## src/rtl/color_classify_filt.sv

```systemverilog
// ---------------------------------------------------------------------------
// color_classify_filt
//   Box-averages 2^AVG_LOG2 RGB samples per channel, classifies each average
//   into one of 8 colour codes and debounces the code before it is presented
//   to the LED / menu logic.
//
// Ports
//   sys_clk, sys_rst_n : clock (rising edge), async active-low reset
//   clr                : synchronous restart of window / debounce state
//   in_valid, in_r/g/b : one-cycle sample strobe and channel samples
//   avg_r/g/b          : last completed window average
//   avg_valid          : one-cycle pulse when avg_* update
//   class_out          : debounced code {b_on,g_on,r_on}
//   class_chg          : one-cycle pulse when class_out changes
//
// Timing: last sample of a window at edge E -> avg_* / avg_valid after E,
// classification and class_out update after E+1.
// ---------------------------------------------------------------------------
module color_classify_filt #(
    parameter int DW       = 8,
    parameter int AVG_LOG2 = 2,
    parameter int STABLE_N = 3,
    parameter int DARK_TH  = 32
) (
    input  logic          sys_clk,
    input  logic          sys_rst_n,
    input  logic          clr,
    input  logic          in_valid,
    input  logic [DW-1:0] in_r,
    input  logic [DW-1:0] in_g,
    input  logic [DW-1:0] in_b,
    output logic [DW-1:0] avg_r,
    output logic [DW-1:0] avg_g,
    output logic [DW-1:0] avg_b,
    output logic          avg_valid,
    output logic [2:0]    class_out,
    output logic          class_chg
);

    localparam int AW = DW + AVG_LOG2;
    // Keep the sample counter at least 1 bit wide so AVG_LOG2 = 0 stays legal.
    localparam int CW = (AVG_LOG2 > 0) ? AVG_LOG2 : 1;
    localparam logic [3:0]    STAB = 4'(STABLE_N);
    localparam logic [DW-1:0] DARK = DW'(DARK_TH);

    // Channel index 0 = red, 1 = green, 2 = blue (matches code bit order).
    logic [2:0][DW-1:0] smp;
    logic [2:0][AW-1:0] acc_q, acc_d, sum;
    logic [2:0][DW-1:0] avg_q, avg_d;
    logic [CW-1:0]      cnt_q, cnt_d;
    logic               avgv_q, avgv_d;
    logic               last_smp;

    logic [DW-1:0]      mx;
    logic [2:0]         cand;
    logic [2:0]         cand_q, cand_d;
    logic [3:0]         stab_q, stab_d;
    logic [2:0]         cls_q, cls_d;
    logic               chg_q, chg_d;

    assign smp = {in_b, in_g, in_r};

    generate
        if (AVG_LOG2 == 0) begin : g_noavg
            assign last_smp = 1'b1;
        end else begin : g_avg
            assign last_smp = &cnt_q;
        end
    endgenerate

    // ---------------- accumulate / average ----------------
    always_comb begin
        for (int c = 0; c < 3; c++) begin
            sum[c] = acc_q[c] + AW'(smp[c]);
        end
        acc_d  = acc_q;
        cnt_d  = cnt_q;
        avg_d  = avg_q;
        avgv_d = 1'b0;
        if (clr) begin
            // clr wins over a coincident sample; that sample is dropped.
            acc_d = '0;
            cnt_d = '0;
        end else if (in_valid) begin
            if (last_smp) begin
                // Window closes: divide the completed sums and start fresh
                // in the same cycle so back-to-back samples are never lost.
                acc_d = '0;
                cnt_d = '0;
                for (int c = 0; c < 3; c++) begin
                    avg_d[c] = DW'(sum[c] >> AVG_LOG2);
                end
                avgv_d = 1'b1;
            end else begin
                acc_d = sum;
                cnt_d = cnt_q + CW'(1);
            end
        end
    end

    // ---------------- classify ----------------
    always_comb begin
        mx = avg_q[0];
        if (avg_q[1] > mx) mx = avg_q[1];
        if (avg_q[2] > mx) mx = avg_q[2];
        cand = '0;
        if (mx >= DARK) begin
            // 2*avg >= max, evaluated at DW+1 bits so the doubling cannot wrap.
            for (int c = 0; c < 3; c++) begin
                cand[c] = ({avg_q[c], 1'b0} >= {1'b0, mx});
            end
        end
    end

    // ---------------- debounce ----------------
    always_comb begin
        cand_d = cand_q;
        stab_d = stab_q;
        cls_d  = cls_q;
        chg_d  = 1'b0;
        if (clr) begin
            cand_d = '0;
            stab_d = '0;
        end else if (avgv_q) begin
            if (cand == cand_q) begin
                stab_d = (stab_q >= STAB) ? STAB : stab_q + 4'd1;
            end else begin
                stab_d = 4'd1;
                cand_d = cand;
            end
            if (stab_d >= STAB && cand != cls_q) begin
                cls_d = cand;
                chg_d = 1'b1;
            end
        end
    end

    always_ff @(posedge sys_clk or negedge sys_rst_n) begin
        if (!sys_rst_n) begin
            acc_q  <= '0;
            cnt_q  <= '0;
            avg_q  <= '0;
            avgv_q <= 1'b0;
            cand_q <= '0;
            stab_q <= '0;
            cls_q  <= '0;
            chg_q  <= 1'b0;
        end else begin
            acc_q  <= acc_d;
            cnt_q  <= cnt_d;
            avg_q  <= avg_d;
            avgv_q <= avgv_d;
            cand_q <= cand_d;
            stab_q <= stab_d;
            cls_q  <= cls_d;
            chg_q  <= chg_d;
        end
    end

    assign avg_r     = avg_q[0];
    assign avg_g     = avg_q[1];
    assign avg_b     = avg_q[2];
    assign avg_valid = avgv_q;
    assign class_out = cls_q;
    assign class_chg = chg_q;

endmodule

```

## config.mk

```make
export PLATFORM = sky130hd
export DESIGN_NAME = color_classify_filt
export DESIGN_NICKNAME = d
export VERILOG_FILES = /design/src/rtl/color_classify_filt.sv
export SDC_FILE = /design/constraint.sdc
export NUM_CORES = 1
export LEC_CHECK = 0
export ABC_AREA = 1
export CAP_MARGIN = 5
export CORE_MARGIN = 2
export CORE_UTILIZATION = 47
export CTS_CLUSTER_DIAMETER = 50
export DETAILED_ROUTE_END_ITERATION = 10
export PLACE_DENSITY = 0.69
export SLEW_MARGIN = 20
export SYNTH_ARGS = -nofsm -noshare
export SYNTH_HDL_FRONTEND = slang
export SYNTH_SLANG_ARGS = --single-unit
```

## constraint.sdc

```tcl
create_clock -name sys_clk -period 6 [get_ports sys_clk]
set_input_delay 1.5 -clock sys_clk [delete_from_list [all_inputs] [get_ports sys_clk]]
set_output_delay 1.5 -clock sys_clk [all_outputs]
set_load 0.005 [all_outputs]
```

==> results.py, run 1 <==
metrics = {
    "run_status": {
        "status": "finished, final reports clean",
    },
    "clock_network": {
        "clk_latency_ns": 0.35,
        "clk_pin_slew_ns": 0.08,
        "clockRootBuffer": "clkbuf_8",
        "cts_hold_buffers": 0,
        "htreeDepth": 3,
        "cts_buffer_depth": 2,
        "cts_setup_buffers": 0,
        "cts_tree": "yes",
        "cts.sinks": 68,
        "numCtsBuffers": 9,
        "cts_resized": 0,
    },
    "floorplanning": {
        "num_rows": 36,
        "die_y_um": 105,
        "die_w_um": 105,
        "core_um2": 9860,
        "dieArea_um2": 11000,
        "io_pins": 57,
        "start_util_pct": 48.7,
    },
    "timing": {
        "fin_tns_setup_ns": 0,
        "slew_viol_final": 0,
        "maxSlewHeadroom_pct": 35.8,
        "worst_pin_slew_ns": 0.958,
        "fin_skew_ns": 0.0110,
        "setup-violations-final": 0,
        "hold_violations": 0,
        "min_period_over_period_pct": 88.1,
        "max_freq_mhz": 189,
        "rsz0062_at_grt": "no",
        "period_minus_slack_ns": 5.29,
        "setup_ws_ns": 0.711,
    },
    "power_and_ir_drop": {
        "ir_worst_vdd_mv": 0.219,
        "powerDensity_nw_per_um2": 486,
        "p_leak_uw": 0.00286,
    },
    "route": {
        "vias": 4040,
        "vias_per_cell": 5.17,
        "first_pass_iters": 4,
        "ant_nets": 0,
        "wire_per_inst_um": 13.8,
        "wl_um": 10800,
        "drc": 0,
        "drtIter0Drc": 185,
    },
    "worst_setup_path": {
        "cp_max_fo": 16,
        "path_class": "flop to flop",
        "crit_required_ns": 6.25,
        "end_kind": "flop",
        "cp_slowest_cell": "a2111oi_0",
        "cp-start-kind": "flop",
        "max_stage_delay_ns": 0.53,
        "worst-path-buf-inv": 4,
        "cp.arrival_ns": 5.53,
        "r2r_setup_slack_ns": 0.71,
        "crit_family": "simple AND/OR/NAND/NOR gates",
    },
    "layout": {
        "drive_above_1_share_pct": 8.33,
        "area_growth_pct": 18.6,
        "layout.cells.non_filler": 781,
        "register_area_um2": 1700,
        "nets": 730,
        "multi_input_area_um2": 2670,
        "num_antenna_cells": 0,
        "n_fill_cell": 859,
    },
    "placement": {
        "dp_hpwl_um": 8460,
        "place_inst": 765,
        "numPortBuffers": 56,
        "place_congestion": 0.897,
        "pre_cts_ws_ns": 0.714,
    },
    "yosys": {
        "seq_area_frac_synth_pct": 35.4,
        "syn_nets": 674,
        "yosysWarnings": 0,
        "synthCells": 587,
        "synth.avg_cell_area_um2": 8.19,
        "synth_cell_types": 38,
        "ys_ff_latch": 68,
        "async_reset_ff_share_pct": 100,
        "synth_flop_cell": "dfrtp_1",
        "syn-cell-area_um2": 4800,
        "synth_edf_count": 0,
    },
    "job": {
        "maxCapViolations": 0,
    },
    "grt": {
        "grt_use_total_pct": 20.7,
        "overflow": 0,
        "antenna_found_initial": 0,
        "grt_max_degree": 69,
        "grt_pass1_vias": 3945,
        "grt_pass1_wl_um": 18400,
    },
    "hold_path": {
        "hold_class": "flop to flop",
    },
}
[stage by stage]
| stage | util, % | hold slack (ns) | power, µW | area, µm² |
|---|---|---|---|---|
| floorplan | - | 0.457 | 1930 | 4800 |
| global placement | 55.5 | 0.474 | 2280 | 5470 |
| detailed placement | 55.5 | 0.476 | 2340 | 5470 |
| CTS | 57.8 | 0.488 | 2780 | 5700 |
| global route | 57.8 | 0.511 | 3060 | 5700 |
| finish | 57.8 | 0.483 | 2770 | 5700 |
[worst paths after layout]
| path | startpoint | endpoint | cells after the start |
|---|---|---|---|
| max | avg_r[2] | class_out[0] | 33 |
| max reg2reg | avg_r[2] | class_out[0] | 33 |
| min | cnt_q[0] | cnt_q[0] | 1 |
| min in group asynchronous | sys_rst_n | acc_q[20] | 2 |
| min reg2reg | cnt_q[0] | cnt_q[0] | 1 |
| max in group asynchronous | sys_rst_n | acc_q[25] | 2 |
[layout by cell type, fill, tap and decap left out, types with 2 or more instances in the layout]
cell / synthesis / layout
nand2_1: 111 / 111
inv_1: 96 / 95
dfrtp_1: 68 / 68
ha_1: 56 / 56
clkdlybuf4s50_1: 0 / 55
o21ai_0: 51 / 51
nand3_1: 30 / 30
a21oi_1: 29 / 29
nor2_1: 22 / 22
xor2_1: 21 / 21
o22ai_1: 21 / 21
nand2_2: 17 / 17
clkbuf_8: 0 / 10
nand4_1: 7 / 7
o21bai_1: 6 / 6
xnor2_1: 4 / 4
a21o_1: 3 / 3
nand2_4: 3 / 3
o21ai_2: 3 / 3
nand3b_1: 3 / 3
fa_1: 3 / 3
inv_2: 2 / 2
nand4_2: 2 / 2
nand3_4: 2 / 2
a2111oi_0: 2 / 2
clkinv_4: 0 / 2
bufinv_16: 0 / 2
clkinv_2: 0 / 2
[synth_stat cells, types with 11 or more instances]
master,instances,area (µm²)
nand2_1,111,417
inv_1,96,360
dfrtp_1,68,1700
ha_1,56,701
o21ai_0,51,255
nand3_1,30,150
a21oi_1,29,145
nor2_1,22,82.6
o22ai_1,21,131
xor2_1,21,184
nand2_2,17,106
clkbuf_1,11,41.3
[power breakdown]
part | switching, µW | total [µW] | internal, µW
Clock | 179 | 425 | 245
Sequential | 93.2 | 618 | 525
Combinational | 1080 | 1730 | 644
[flip-flops by register name, indices dropped and copies added (netlist names)]
register and flops:
acc_q 30, avg_b 8, avg_g 8, avg_r 8, stab_q 4, cand_q 3
class_out 3, cnt_q 2, avg_valid 1, class_chg 1
[final cells by class]
class | instances | area share (%)
clock buffer | 10 | 2.42
tap | 133 | 2.92
inverter | 98 | 6.46
clock inverter | 6 | 1.54
multi-input combinational | 409 | 46.9
timing repair buffer | 57 | 9.88
sequential | 68 | 29.9
[worst register-to-register path, delay by kind of cell, from the launching register on]
family | cells | cell delay (ns)
buf+inv | 4 | 0.35
flops | 1 | 0.48
compound gates | 6 | 1.68
simple gates | 20 | 1.79
fa+ha+maj | 3 | 0.93
[cell families after synthesis]
kind of cell | count (synthesis) | synth area share (%)
multiplexers | 1 | 0.208
AO/OA/AOI/OAI | 119 | 14.2
flip-flops | 68 | 35.4
XOR/XNOR | 25 | 4.56
AND/OR/NAND/NOR | 205 | 20.9
buffers and inverters | 110 | 8.93
adder cells (fa/ha/maj) | 59 | 15.8
[per-layer routing]
| metal | global-route usage (%) | wire (µm) | up-vias |
|---|---|---|---|
| met4 | 6.00 | 127 | 0 |
| met2 | 33.0 | 4920 | 76 |
| met5 | 0 | 0 | - |
| li1 | - | - | 2056 |
| met1 | 29.0 | 5360 | 1895 |
| met3 | 3.43 | 412 | 13 |
Note: power is estimated with default switching activity, not from simulation.
==> inputs of run 2 (changes only) <==
clock period = 6.1 ns   (was 6 ns; I/O delays follow)
==> results.py, run 2 (same netlist as run 1, synthesis figures left out) <==
metrics = {
    "job": {
        "maxCapViolations": 0,
    },
    "timing": {
        "setup-violations-final": 0,
        "maxSlewHeadroom_pct": 36.4,
        "max_freq_mhz": 188,
        "slew_viol_final": 0,
        "min_period_over_period_pct": 87.1,
        "worst_pin_slew_ns": 0.948,
        "hold_violations": 0,
        "rsz0062_at_grt": "no",
        "whs_ns": 0.494,
        "fin_skew_ns": 0.0148,
        "period_minus_slack_ns": 5.31,
        "fin_tns_setup_ns": 0,
    },
    "floorplanning": {
        "core_um2": 9860,
        "io_pins": 57,
        "die_y_um": 105,
        "start_util_pct": 48.7,
        "num_rows": 36,
        "die_w_um": 105,
        "dieArea_um2": 11000,
    },
    "worst_setup_path": {
        "end_kind": "flop",
        "r2r_cells": 31,
        "max_stage_delay_ns": 0.43,
        "crit_required_ns": 6.34,
        "cp-start-kind": "flop",
        "path_class": "flop to flop",
        "cp_slowest_cell": "dfrtp_1",
        "path_common_cell": "nand2_2",
        "rr_startpoint": "avg_r[7]",
        "rr_endpoint": "class_out[0]",
        "r2r_setup_slack_ns": 0.79,
        "cp_max_fo": 16,
        "cp.arrival_ns": 5.55,
    },
    "clock_network": {
        "clk_pin_slew_ns": 0.08,
        "cts_hold_buffers": 0,
        "cts_setup_buffers": 0,
        "cts_tree": "yes",
        "numCtsBuffers": 9,
        "cts_buffer_depth": 2,
        "htreeDepth": 3,
        "clockRootBuffer": "clkbuf_8",
        "clk_latency_ns": 0.34,
        "cts_resized": 0,
        "cts.sinks": 68,
    },
    "power_and_ir_drop": {
        "ir_worst_vdd_mv": 0.194,
        "powerDensity_nw_per_um2": 471,
        "p_leak_uw": 0.00284,
    },
    "route": {
        "wl_um": 10800,
        "vias_per_cell": 5.14,
        "wire_per_inst_um": 13.9,
        "ant_nets": 0,
        "first_pass_iters": 4,
        "drc": 0,
        "vias": 4018,
        "drtIter0Drc": 257,
    },
    "grt": {
        "grt_pass1_vias": 3863,
        "antenna_found_initial": 0,
        "grt_pass1_wl_um": 18300,
        "grt_max_degree": 69,
        "grt_use_total_pct": 20.3,
        "overflow": 0,
    },
    "layout": {
        "nets": 730,
        "final_util_pct": 57.4,
        "largest_reg_flops": 30,
        "largest-register": "acc_q",
        "num_antenna_cells": 0,
        "register_area_um2": 1700,
        "area_growth_pct": 17.9,
        "final_cell_mix": "nand2_1 (111), inv_1 (95), dfrtp_1 (68)",
        "multi_input_area_um2": 2670,
        "layout.cells.non_filler": 781,
        "drive_above_1_share_pct": 8.18,
        "n_fill_cell": 905,
        "final_common_cell": "nand2_1",
    },
    "hold_path": {
        "whs_endpoint": "cnt_q[0]",
        "worstHoldPathCells": 1,
        "hold_start": "cnt_q[0]",
        "hold_class": "flop to flop",
    },
    "placement": {
        "numPortBuffers": 56,
        "place_inst": 765,
        "place_congestion": 0.888,
        "dp_hpwl_um": 8440,
    },
    "run_status": {
        "status": "finished, final reports clean",
    },
}
-- run 2: cell types whose count changed in the layout (fill, tap and decap cells not counted) --
cell        change
bufinv_16       -1
clkbuf_8        -1
clkbuf_1        +1
clkinvlp_4      +1
-- run 2: per-layer routing --
layer  vias to the layer above  global-route usage [%]  part of all wire, %  wire length [µm]
met5                         -                       0                    0                 0
met1                      1877                    28.9                   50              5430
met4                         0                    3.81                 0.76                82
met3                         9                    3.62                  3.6               390
li1                       2059                       -                    -                 -
met2                        73                    32.6                   46              4940
-- run 2: through the flow --
step           cell area, µm²  setup WS (ns)  total power [µW]
2_1_floorplan            4800           1.47              1900
3_3_place_gp             5470          0.979              2250
3_5_place_dp             5470          0.797              2290
4_1_cts                  5670          0.777              2670
5_1_grt                  5670          0.364              2940
6_report                 5670          0.786              2670
-- run 2: final cells by class --
cell class,count,share of cell area (%)
multi-input combinational,409,47.2
sequential,68,30.0
timing repair buffer,57,9.94
inverter,98,6.49
tap,133,2.94
clock buffer,10,2.25
clock inverter,6,1.15
-- run 2: worst max-delay path by stage --
stage,endpoint,cells after the start,startpoint,slack [ns]
floorplan,class_out[2],34,avg_r[5],1.47
global placement,class_out[1],31,avg_r[7],0.98
detailed placement,class_out[0],31,avg_r[7],0.80
CTS,class_out[0],31,avg_r[7],0.78
global route,class_out[0],31,avg_r[7],0.36
finish,class_out[0],31,avg_r[7],0.79
-- run 2: report_power, final --
group	internal (µW)	leakage [µW]	switching, µW	total, µW
Sequential	516	0.000908	91.3	608
Combinational	632	0.00183	1060	1700
Clock	189	0.0000962	176	365
-- run 2: worst max-delay path, delay by kind of cell, from the launching register on --
kind,cells,cell delay [ns]
AO/OA/AOI/OAI,6,1.62
flip-flops,1,0.43
buffers and inverters,3,0.27
AND/OR/NAND/NOR,19,1.92
adder cells (fa/ha/maj),3,0.94
==> inputs of run 3 (changes only) <==
HOLD_SLACK_MARGIN = 0.05   (was unset)
==> results of run 3 <==
No change in the layout: final DEF, timing and power equal those of run 2.
